`src/rtl/fetch_pkg.sv`:
```
// -----------------------------------------------------------------------------
// fetch_pkg
// Shared types and constants for the instruction fetch stage.
//   fetch_state_e      : fetch FSM states (BOOT, RUN, HALT)
//   NOP_INSTR          : canonical RV32 NOP (addi x0,x0,0) shown in an empty IF/ID
//   DEFAULT_RESET_PC   : default PC loaded on reset
//   DEFAULT_IMEM_DEPTH : default instruction memory size in bytes
//   PC_STEP            : sequential PC increment in bytes
// -----------------------------------------------------------------------------
package fetch_pkg;

  typedef enum logic [1:0] {
    BOOT = 2'd0,
    RUN  = 2'd1,
    HALT = 2'd2
  } fetch_state_e;

  localparam logic [31:0] NOP_INSTR          = 32'h0000_0013;
  localparam logic [31:0] DEFAULT_RESET_PC   = 32'h0000_0000;
  localparam int          DEFAULT_IMEM_DEPTH = 2048;
  localparam int          PC_STEP            = 4;

endpackage

```
`src/rtl/fetch_out_reg.sv`:
```
// -----------------------------------------------------------------------------
// fetch_out_reg
// Valid/ready IF/ID holding register. Captures a fetched instruction with its
// PC and PC+4, holds it while decode stalls, and drops it on a flush.
// Ports:
//   clk, rst        : clock, synchronous active-high reset
//   flush           : discard the held instruction (redirect)
//   cap             : load cap_* into the register (wins over drain)
//   cap_instr/pc/pc_plus4 : data to capture
//   id_ready        : decode consumes the held instruction this cycle
//   id_valid, id_instr, id_pc, id_pc_plus4 : registered outputs to decode
// -----------------------------------------------------------------------------
module fetch_out_reg
  import fetch_pkg::*;
#(
  parameter int XLEN = 32
) (
  input  logic            clk,
  input  logic            rst,
  input  logic            flush,
  input  logic            cap,
  input  logic [XLEN-1:0] cap_instr,
  input  logic [XLEN-1:0] cap_pc,
  input  logic [XLEN-1:0] cap_pc_plus4,
  input  logic            id_ready,
  output logic            id_valid,
  output logic [XLEN-1:0] id_instr,
  output logic [XLEN-1:0] id_pc,
  output logic [XLEN-1:0] id_pc_plus4
);

  logic            valid_d, valid_q;
  logic [XLEN-1:0] instr_d, instr_q;
  logic [XLEN-1:0] pc_d, pc_q;
  logic [XLEN-1:0] pc_plus4_d, pc_plus4_q;

  // Flush beats capture; a held entry that decode accepts without a
  // replacement simply goes invalid. Data fields keep their last value.
  always_comb begin
    valid_d    = valid_q;
    instr_d    = instr_q;
    pc_d       = pc_q;
    pc_plus4_d = pc_plus4_q;
    if (flush) begin
      valid_d = 1'b0;
    end else if (cap) begin
      valid_d    = 1'b1;
      instr_d    = cap_instr;
      pc_d       = cap_pc;
      pc_plus4_d = cap_pc_plus4;
    end else if (id_ready) begin
      valid_d = 1'b0;
    end
  end

  always_ff @(posedge clk) begin
    if (rst) begin
      valid_q    <= 1'b0;
      instr_q    <= XLEN'(NOP_INSTR);
      pc_q       <= '0;
      pc_plus4_q <= '0;
    end else begin
      valid_q    <= valid_d;
      instr_q    <= instr_d;
      pc_q       <= pc_d;
      pc_plus4_q <= pc_plus4_d;
    end
  end

  assign id_valid    = valid_q;
  assign id_instr    = instr_q;
  assign id_pc       = pc_q;
  assign id_pc_plus4 = pc_plus4_q;

endmodule

```
`src/rtl/instruction_fetch.sv`:
```
// -----------------------------------------------------------------------------
// instruction_fetch
// Program counter and fetch FSM feeding instruction memory and the IF/ID
// register. The memory is read on the negedge after the PC changes, so the
// word at imem_addr is ready to capture on the next posedge.
// Ports:
//   clk, rst             : clock, synchronous active-high reset
//   imem_addr  (out)     : byte address to instruction memory
//   imem_data  (in)      : instruction memory read data
//   imem_busy  (in)      : loader owns the memory this cycle, do not capture
//   redirect_valid/pc    : branch/jump redirect
//   halt_req             : stop fetching
//   id_ready   (in)      : decode accepts the IF/ID entry
//   id_valid/instr/pc/pc_plus4 (out) : IF/ID entry
//   fetch_halted (out)   : FSM is in HALT
//   fetch_fault  (out)   : fetch address fault
// Build option: define FETCH_FAULT_EN to trap misaligned or out-of-range
// fetch addresses instead of aligning and wrapping them inside the memory.
// -----------------------------------------------------------------------------
module instruction_fetch
  import fetch_pkg::*;
#(
  parameter logic [31:0] RESET_PC   = DEFAULT_RESET_PC,
  parameter int          IMEM_DEPTH = DEFAULT_IMEM_DEPTH,
  parameter int          XLEN       = 32
) (
  input  logic            clk,
  input  logic            rst,
  output logic [XLEN-1:0] imem_addr,
  input  logic [XLEN-1:0] imem_data,
  input  logic            imem_busy,
  input  logic            redirect_valid,
  input  logic [XLEN-1:0] redirect_pc,
  input  logic            halt_req,
  input  logic            id_ready,
  output logic            id_valid,
  output logic [XLEN-1:0] id_instr,
  output logic [XLEN-1:0] id_pc,
  output logic [XLEN-1:0] id_pc_plus4,
  output logic            fetch_halted,
  output logic            fetch_fault
);

  localparam logic [XLEN-1:0] WORD_MASK = ~XLEN'(3);
  localparam logic [XLEN-1:0] ADDR_MASK = XLEN'(IMEM_DEPTH - 1);
  localparam logic [XLEN-1:0] LAST_WORD = XLEN'(IMEM_DEPTH - PC_STEP);

  fetch_state_e    state_d, state_q;
  logic [XLEN-1:0] pc_d, pc_q;
  logic [XLEN-1:0] pc_plus4;
  logic [XLEN-1:0] redirect_target;
  logic            load;
  logic            cap;
  logic            flush;

`ifdef FETCH_FAULT_EN
  logic            fault_d, fault_q;
  logic            pc_bad;

  assign redirect_target = redirect_pc;
  assign imem_addr       = pc_q;
  assign pc_bad          = (pc_q[1:0] != 2'b00) || (pc_q > LAST_WORD);
  assign fetch_fault     = fault_q;
`else
  // Without fault trapping, targets are word-aligned and the address wraps
  // inside the memory so every PC maps onto a real word.
  assign redirect_target = redirect_pc & WORD_MASK;
  assign imem_addr       = pc_q & WORD_MASK & ADDR_MASK;
  assign fetch_fault     = 1'b0;
`endif

  assign pc_plus4     = pc_q + XLEN'(PC_STEP);
  assign load         = !id_valid || id_ready;
  assign fetch_halted = (state_q == HALT);

  // Next-state and PC logic. In RUN the priority is redirect, then halt,
  // then (with fault trapping) a bad PC, then a normal capture. The BOOT
  // cycle's memory read is thrown away so the first capture uses a word
  // read while the loader was idle.
  always_comb begin
    state_d = state_q;
    pc_d    = pc_q;
    cap     = 1'b0;
    flush   = 1'b0;
`ifdef FETCH_FAULT_EN
    fault_d = fault_q;
`endif
    case (state_q)
      BOOT: begin
        if (redirect_valid) begin
          pc_d = redirect_target;
        end else if (!imem_busy) begin
          state_d = RUN;
        end
      end
      RUN: begin
        if (redirect_valid) begin
          pc_d  = redirect_target;
          flush = 1'b1;
        end else if (halt_req) begin
          state_d = HALT;
        end
`ifdef FETCH_FAULT_EN
        else if (pc_bad) begin
          fault_d = 1'b1;
          state_d = HALT;
        end
`endif
        else if (load && !imem_busy) begin
          cap  = 1'b1;
          pc_d = pc_plus4;
        end
      end
      HALT: begin
        if (redirect_valid) begin
          pc_d    = redirect_target;
          state_d = RUN;
`ifdef FETCH_FAULT_EN
          fault_d = 1'b0;
`endif
        end
      end
      default: begin
        state_d = BOOT;
      end
    endcase
  end

  always_ff @(posedge clk) begin
    if (rst) begin
      state_q <= BOOT;
      pc_q    <= XLEN'(RESET_PC);
    end else begin
      state_q <= state_d;
      pc_q    <= pc_d;
    end
  end

`ifdef FETCH_FAULT_EN
  always_ff @(posedge clk) begin
    if (rst) begin
      fault_q <= 1'b0;
    end else begin
      fault_q <= fault_d;
    end
  end
`endif

  fetch_out_reg #(
    .XLEN(XLEN)
  ) u_out_reg (
    .clk         (clk),
    .rst         (rst),
    .flush       (flush),
    .cap         (cap),
    .cap_instr   (imem_data),
    .cap_pc      (pc_q),
    .cap_pc_plus4(pc_plus4),
    .id_ready    (id_ready),
    .id_valid    (id_valid),
    .id_instr    (id_instr),
    .id_pc       (id_pc),
    .id_pc_plus4 (id_pc_plus4)
  );

endmodule

```
`config.mk`:
```
export PLATFORM = sky130hd
export DESIGN_NAME = instruction_fetch
export DESIGN_NICKNAME = d
export VERILOG_FILES = /design/src/rtl/fetch_pkg.sv /design/src/rtl/fetch_out_reg.sv /design/src/rtl/instruction_fetch.sv
export SDC_FILE = /design/constraint.sdc
export NUM_CORES = 1
export LEC_CHECK = 0
export BUFFER_PORTS_ARGS = -buffer_cell sky130_fd_sc_hd__buf_2
export CAP_MARGIN = 10
export CELL_PAD_IN_SITES_DETAIL_PLACEMENT = 2
export CELL_PAD_IN_SITES_GLOBAL_PLACEMENT = 2
export CORE_MARGIN = 10
export CORE_UTILIZATION = 25
export DETAILED_ROUTE_END_ITERATION = 10
export PLACE_DENSITY = 0.72
export SYNTH_ARGS = -nofsm -noshare
export SYNTH_HDL_FRONTEND = slang
export SYNTH_SLANG_ARGS = --single-unit
```
`constraint.sdc`:
```
create_clock -name clk -period 2.2 [get_ports clk]
set_input_delay 0.22 -clock clk [delete_from_list [all_inputs] [get_ports clk]]
set_output_delay 0.22 -clock clk [all_outputs]
set_load 0.05 [all_outputs]
```
# Word level (Yosys, flattened, before mapping)
# Index checks and enable logic that the tools add are counted.
dict set report op_classes {
  n_addsub 1
  eq_ne 10
  mux 19
  n_bitwise 1
  n_reduce_logical 12
}
# cell count
set op_table {}
lappend op_table {{32-bit 2-to-1 mux} 4}
lappend op_table {{32-bit case mux with 2 select lines} 1}
lappend op_table {{32-bit by 3-bit adder with 32-bit output, second input constant} 1}
lappend op_table {{2-bit 2-to-1 mux} 5}
lappend op_table {{2-bit != test, second input constant} 5}
lappend op_table {{1-bit 2-to-1 mux} 8}
lappend op_table {{3-bit != test, second input constant} 2}
lappend op_table {{2-bit case mux with 3 select lines} 1}
lappend op_table {{5-bit AND reduction} 1}
lappend op_table {{4-bit AND reduction} 1}
lappend op_table {{2-bit nonzero test} 2}
lappend op_table {{2-bit OR reduction} 2}
lappend op_table {{2-bit by 1-bit == test with 1-bit output, second input constant} 1}
lappend op_table {{2-bit == test, second input constant} 1}
lappend op_table {{1-bit logical NOT} 2}
lappend op_table {{2-bit logical NOT} 1}
lappend op_table {{2-bit by 1-bit != test with 1-bit output, second input constant} 1}
lappend op_table {{2-bit AND reduction} 1}
lappend op_table {{1-bit logical AND} 1}
lappend op_table {{1-bit logical OR} 1}
lappend op_table {{1-bit inverter} 1}
dict set report word_totals {
  reg_bits 131
  inputBits 70
  output_inout_bits 131
  elab_cells 49
}

# Logic depth before layout (Yosys ltp)
dict set report logic_depth {
  word_depth 8
  depth_mapped 7
  mapped_depth_nobuf 5
}

# By module
# From an unflattened synthesis, not the netlist that was laid out.
dict set report unflattened {
  hier_cells 839
  hier_area_um2 7413.4
}
# module instances cells_per_inst area_each_um2 seq_area_each_um2
set by_module_without_submodules {}
lappend by_module_without_submodules {fetch_out_reg 1 440 4453.0 1941.9}
lappend by_module_without_submodules {instruction_fetch 1 399 2960.3 640.6}

# Worst setup path after synthesis
# No wires, ideal clock.
dict set report synth_path {
  kind {register to register}
  start {reg pc_q[2]}
  end {reg u_out_reg.pc_plus4_q[24] (netlist: u_out_reg.id_pc_plus4[24])}
  setup_ps 91
  t_arrival_ps 2203
  required_time_ps 2109
  setup_slack_ps -94
  path_stages_with_launch 7
  path_buffers 1
  period_less_slack_ps 2294
  cell_sequence {dfxtp_1 -> ha_1 -> nand3_2 -> or4_1 -> buf_2 -> or4_1 -> a311oi_1}
}
dict set report synth_between {
  elab_chain_cells 1
}
# item line_no
set synth_rtl {}
lappend synth_rtl {{start: declaration} instruction_fetch.sv:49} ;# logic [XLEN-1:0] pc_d, pc_q;
lappend synth_rtl {{start signal: assignment} instruction_fetch.sv:132} ;# pc_q <= XLEN'(RESET_PC);
lappend synth_rtl {{start signal: assignment} instruction_fetch.sv:135} ;# pc_q <= pc_d;
lappend synth_rtl {{32-bit by 3-bit adder with 32-bit output} instruction_fetch.sv:72} ;# assign pc_plus4 = pc_q + XLEN'(PC_STEP);
lappend synth_rtl {{end signal: assignment} fetch_out_reg.sv:66} ;# pc_plus4_q <= pc_plus4_d;
lappend synth_rtl {{end: declaration} fetch_out_reg.sv:35} ;# logic [XLEN-1:0] pc_plus4_d, pc_plus4_q;
# Every way passes these cells.
# A chain may end at the register's enable or synchronous reset.

# Worst setup path after layout
dict set report layout_path {
  start {reg pc_q[2]}
  end {reg u_out_reg.pc_plus4_q[28] (netlist: u_out_reg.id_pc_plus4[28])}
}
# The elaborated chain is that of the path after synthesis.

==> metrics.yaml <==
run_status:
  status: "complete, no violations"
power_and_ir_drop:
  p_switching_uw: 1730
  comb_power_share_pct: 13.2
  pwr-share-clk_pct: 47.7
  p_sw_share_pct: 28.5
  seqPwrFrac_pct: 39.1
  p_leak_uw: 0.00321
  cellInternalPower_uw: 4360
  peakVddDrop_uv: 337
  power.density_nw_per_um2: 749
place:
  dp_hpwl_um: 17900
  dp_cells: 1256
  port_buffers: 170
  gp_congestion: 0.763
  pre_cts_ws_ns: 0.00621
cts:
  cts_buffers: 17
  numClockSinks: 125
  clk_latency_ns: 0.42
  htreeDepth: 4
  cts_tree: "yes"
  cts.clk_slew.worst_paths_ns: 0.06
  cts-root-buf: "clkbuf_16"
  clk_path_buf_depth: 2
hold_path:
  min_path_type: "in -> reg"
timing:
  rsz0062_at_grt: "true"
  finalWorstPathRequiredPeriod_ns: 2.13
  setup_viol: 0
  fin_skew_ns: 0.0105
  relSlewSlack_pct: 29.1
  layout_worst_path_cycle_share_pct: 96.8
  clock.fmax_ghz: 0.470
  tightestPinTransition_ns: 1.06
  maxSlewViolCount: 0
  hold_violations: 0
  setup_ws_ns: 0.0709
final_layout:
  layout.nets: 1026
  syn_to_final_growth_pct: 33.3
  final_common_cell: "buf_2"
  drive_above_1_share_pct: 29.5
  final_core_util_pct: 33.6
  final_cells: 1292
  layout_common_cells: "buf_2, nand2_1, dfxtp_1, a21oi_1, buf_4"
floorplan:
  ioPinCount: 201
  fp.dieH_um: 176
  fp.dieW_um: 176
  start_util_pct: 25.2
  core-area_sq_um: 24200
  die-area_sq_um: 31000
  num_rows: 57
yosys:
  yosysWarnings: 0
  synth_area_sq_um: 6100
  ys_ff_latch: 125
  synthDistinctLibCells: 55
  synth-main-ff-cell: "dfxtp_1"
  synth_edf_count: 0
  synth-seq-area-share_pct: 41.0
  synth.largest_area_cell: "dfxtp_1"
  syn-mean-instance-area_sq_um: 7.84
  synth_top_area_share_pct: 41.0
  async_flop_share_pct: 0
  synthCells: 778
  synth_area_leaders: "dfxtp_1, nand2_1, a21oi_1"
worst_setup_path:
  start_kind: "flip-flop"
  crit_arrival_ns: 2.47
  required_ns: 2.54
  path_class: "reg -> reg"
  endpoint_kind: "flip-flop"
  cp_max_fo: 16
drt:
  firstDrtPassIters: 5
  routed_wl_um: 25200
  wl_per_cell_um: 19.5
  dr.first_iter.drc_count: 296
  drc: 0
  vias: 6328
  vias_per_cell: 4.90
  antenna_left: 0
job:
  cap_violations: 0
grt:
  grt_util_all_layers_pct: 15.9
  overflow: 0
  grt_max_degree: 74
  grt_pass1_wl_um: 39500
  antenna_found_initial: 1
  grt_pass1_vias: 6968
final cells by class:
cell class	count	area [sq um]
fillers	2805	16000
multi-input cells	560	3110
flip-flops and latches	125	2510
repair buffers	242	1470
clock buffers	17	425
well taps	324	405
clock inverters	14	170
inverters	9	33.8
diodes	1	2.50
what timing repair did:
| action | 4_1_cts | 5_1_grt |
|---|---|---|
| gates resized for setup | 5 | 4 |
| hold endpoints to repair | 3 | 0 |
| setup buffers | 0 | 1 |
| hold buffers | 3 | 0 |
| endpoints found under the setup margin | 3 | 19 |
| pin swaps | 0 | 3 |
cells by family after synthesis:
group | after synthesis | share of synthesized area [%]
AND/OR/NAND/NOR | 319 | 25.5
other | 1 | 0.0615
buffers and inverters | 120 | 10.3
AO/OA/AOI/OAI | 195 | 20.4
XOR/XNOR | 13 | 1.87
flip-flops | 125 | 41.0
multiplexers | 4 | 0.657
adder cells (fa/ha/maj) | 1 | 0.205
state kept, by name, summed over array words and instances (netlist names):
| name | flops |
|---|---|
| u_out_reg.id_instr | 32 |
| u_out_reg.id_pc | 30 |
| state_q | 2 |
| pc_q | 30 |
| u_out_reg.id_pc_plus4 | 30 |
| u_out_reg.id_valid | 1 |
metal layers:
layer | wire (um) | track usage (%) | up-vias
li1 | - | - | 3056
met1 | 10900 | 18.5 | 3128
met2 | 13000 | 28.8 | 129
met3 | 1010 | 3.61 | 15
met4 | 272 | 3.85 | 0
met5 | 0 | 0 | -
cell usage after synthesis, types with 4 or more instances:
library cell	instances
nor2b_1	7
o211ai_1	6
inv_1	9
nand3b_1	7
a311oi_1	16
and2_1	12
a211oi_1	20
dfxtp_1	125
nand4_1	14
o311ai_0	4
or3_1	9
a21o_1	4
buf_2	14
a22oi_1	4
nand2_1	153
clkbuf_1	54
nor2_1	45
nor3_1	11
o21ai_0	22
and4_1	5
a21oi_1	81
a31oi_1	11
buf_4	37
o32ai_1	6
o31ai_1	7
nand3_1	13
xnor2_1	10
nor4_1	11
mux2i_1	4
or4_1	13
worst max-delay path, cell delays in order, from the launching register on:
cell and delay [ns]:
dfxtp_2 0.35, ha_4 0.14, nand3_2 0.08, or4_4 0.53
buf_8 0.17, or4_1 0.49, a311oi_2 0.28
worst paths after layout:
kind | from | to | slack (ns) | depth (start not counted)
worst max-delay path | pc_q[2] | u_out_reg.id_pc_plus4[28] | 0.07 | 6
worst min-delay path | imem_data[3] | u_out_reg.id_instr[3] | 0.04 | 3
worst max register to register | pc_q[2] | u_out_reg.id_pc_plus4[28] | 0.07 | 6
worst min register to register | u_out_reg.id_pc[5] | u_out_reg.id_pc[5] | 0.45 | 2
through the flow:
step           setup TNS (ns)  total power [uW]  hold WS, ns  cell area (sq um)
6_report                    0              6090       0.0384               8130
5_1_grt                -0.132              6330       0.0350               8130
4_1_cts                     0              6170       0.0223               8110
3_5_place_dp                0              3220        0.440               7460
3_3_place_gp                0              3200        0.432               7460
2_1_floorplan               0              2980        0.344               6210
power by group through the flow:
stage | clock (uW) | sequential (uW) | combinational (uW)
2_1_floorplan | 0 | 2490 | 483
3_3_place_gp | 0 | 2420 | 781
3_5_place_dp | 0 | 2430 | 795
4_1_cts | 2980 | 2380 | 807
5_1_grt | 3080 | 2380 | 868
6_report | 2910 | 2380 | 804
(Power assumes the default switching activity.)
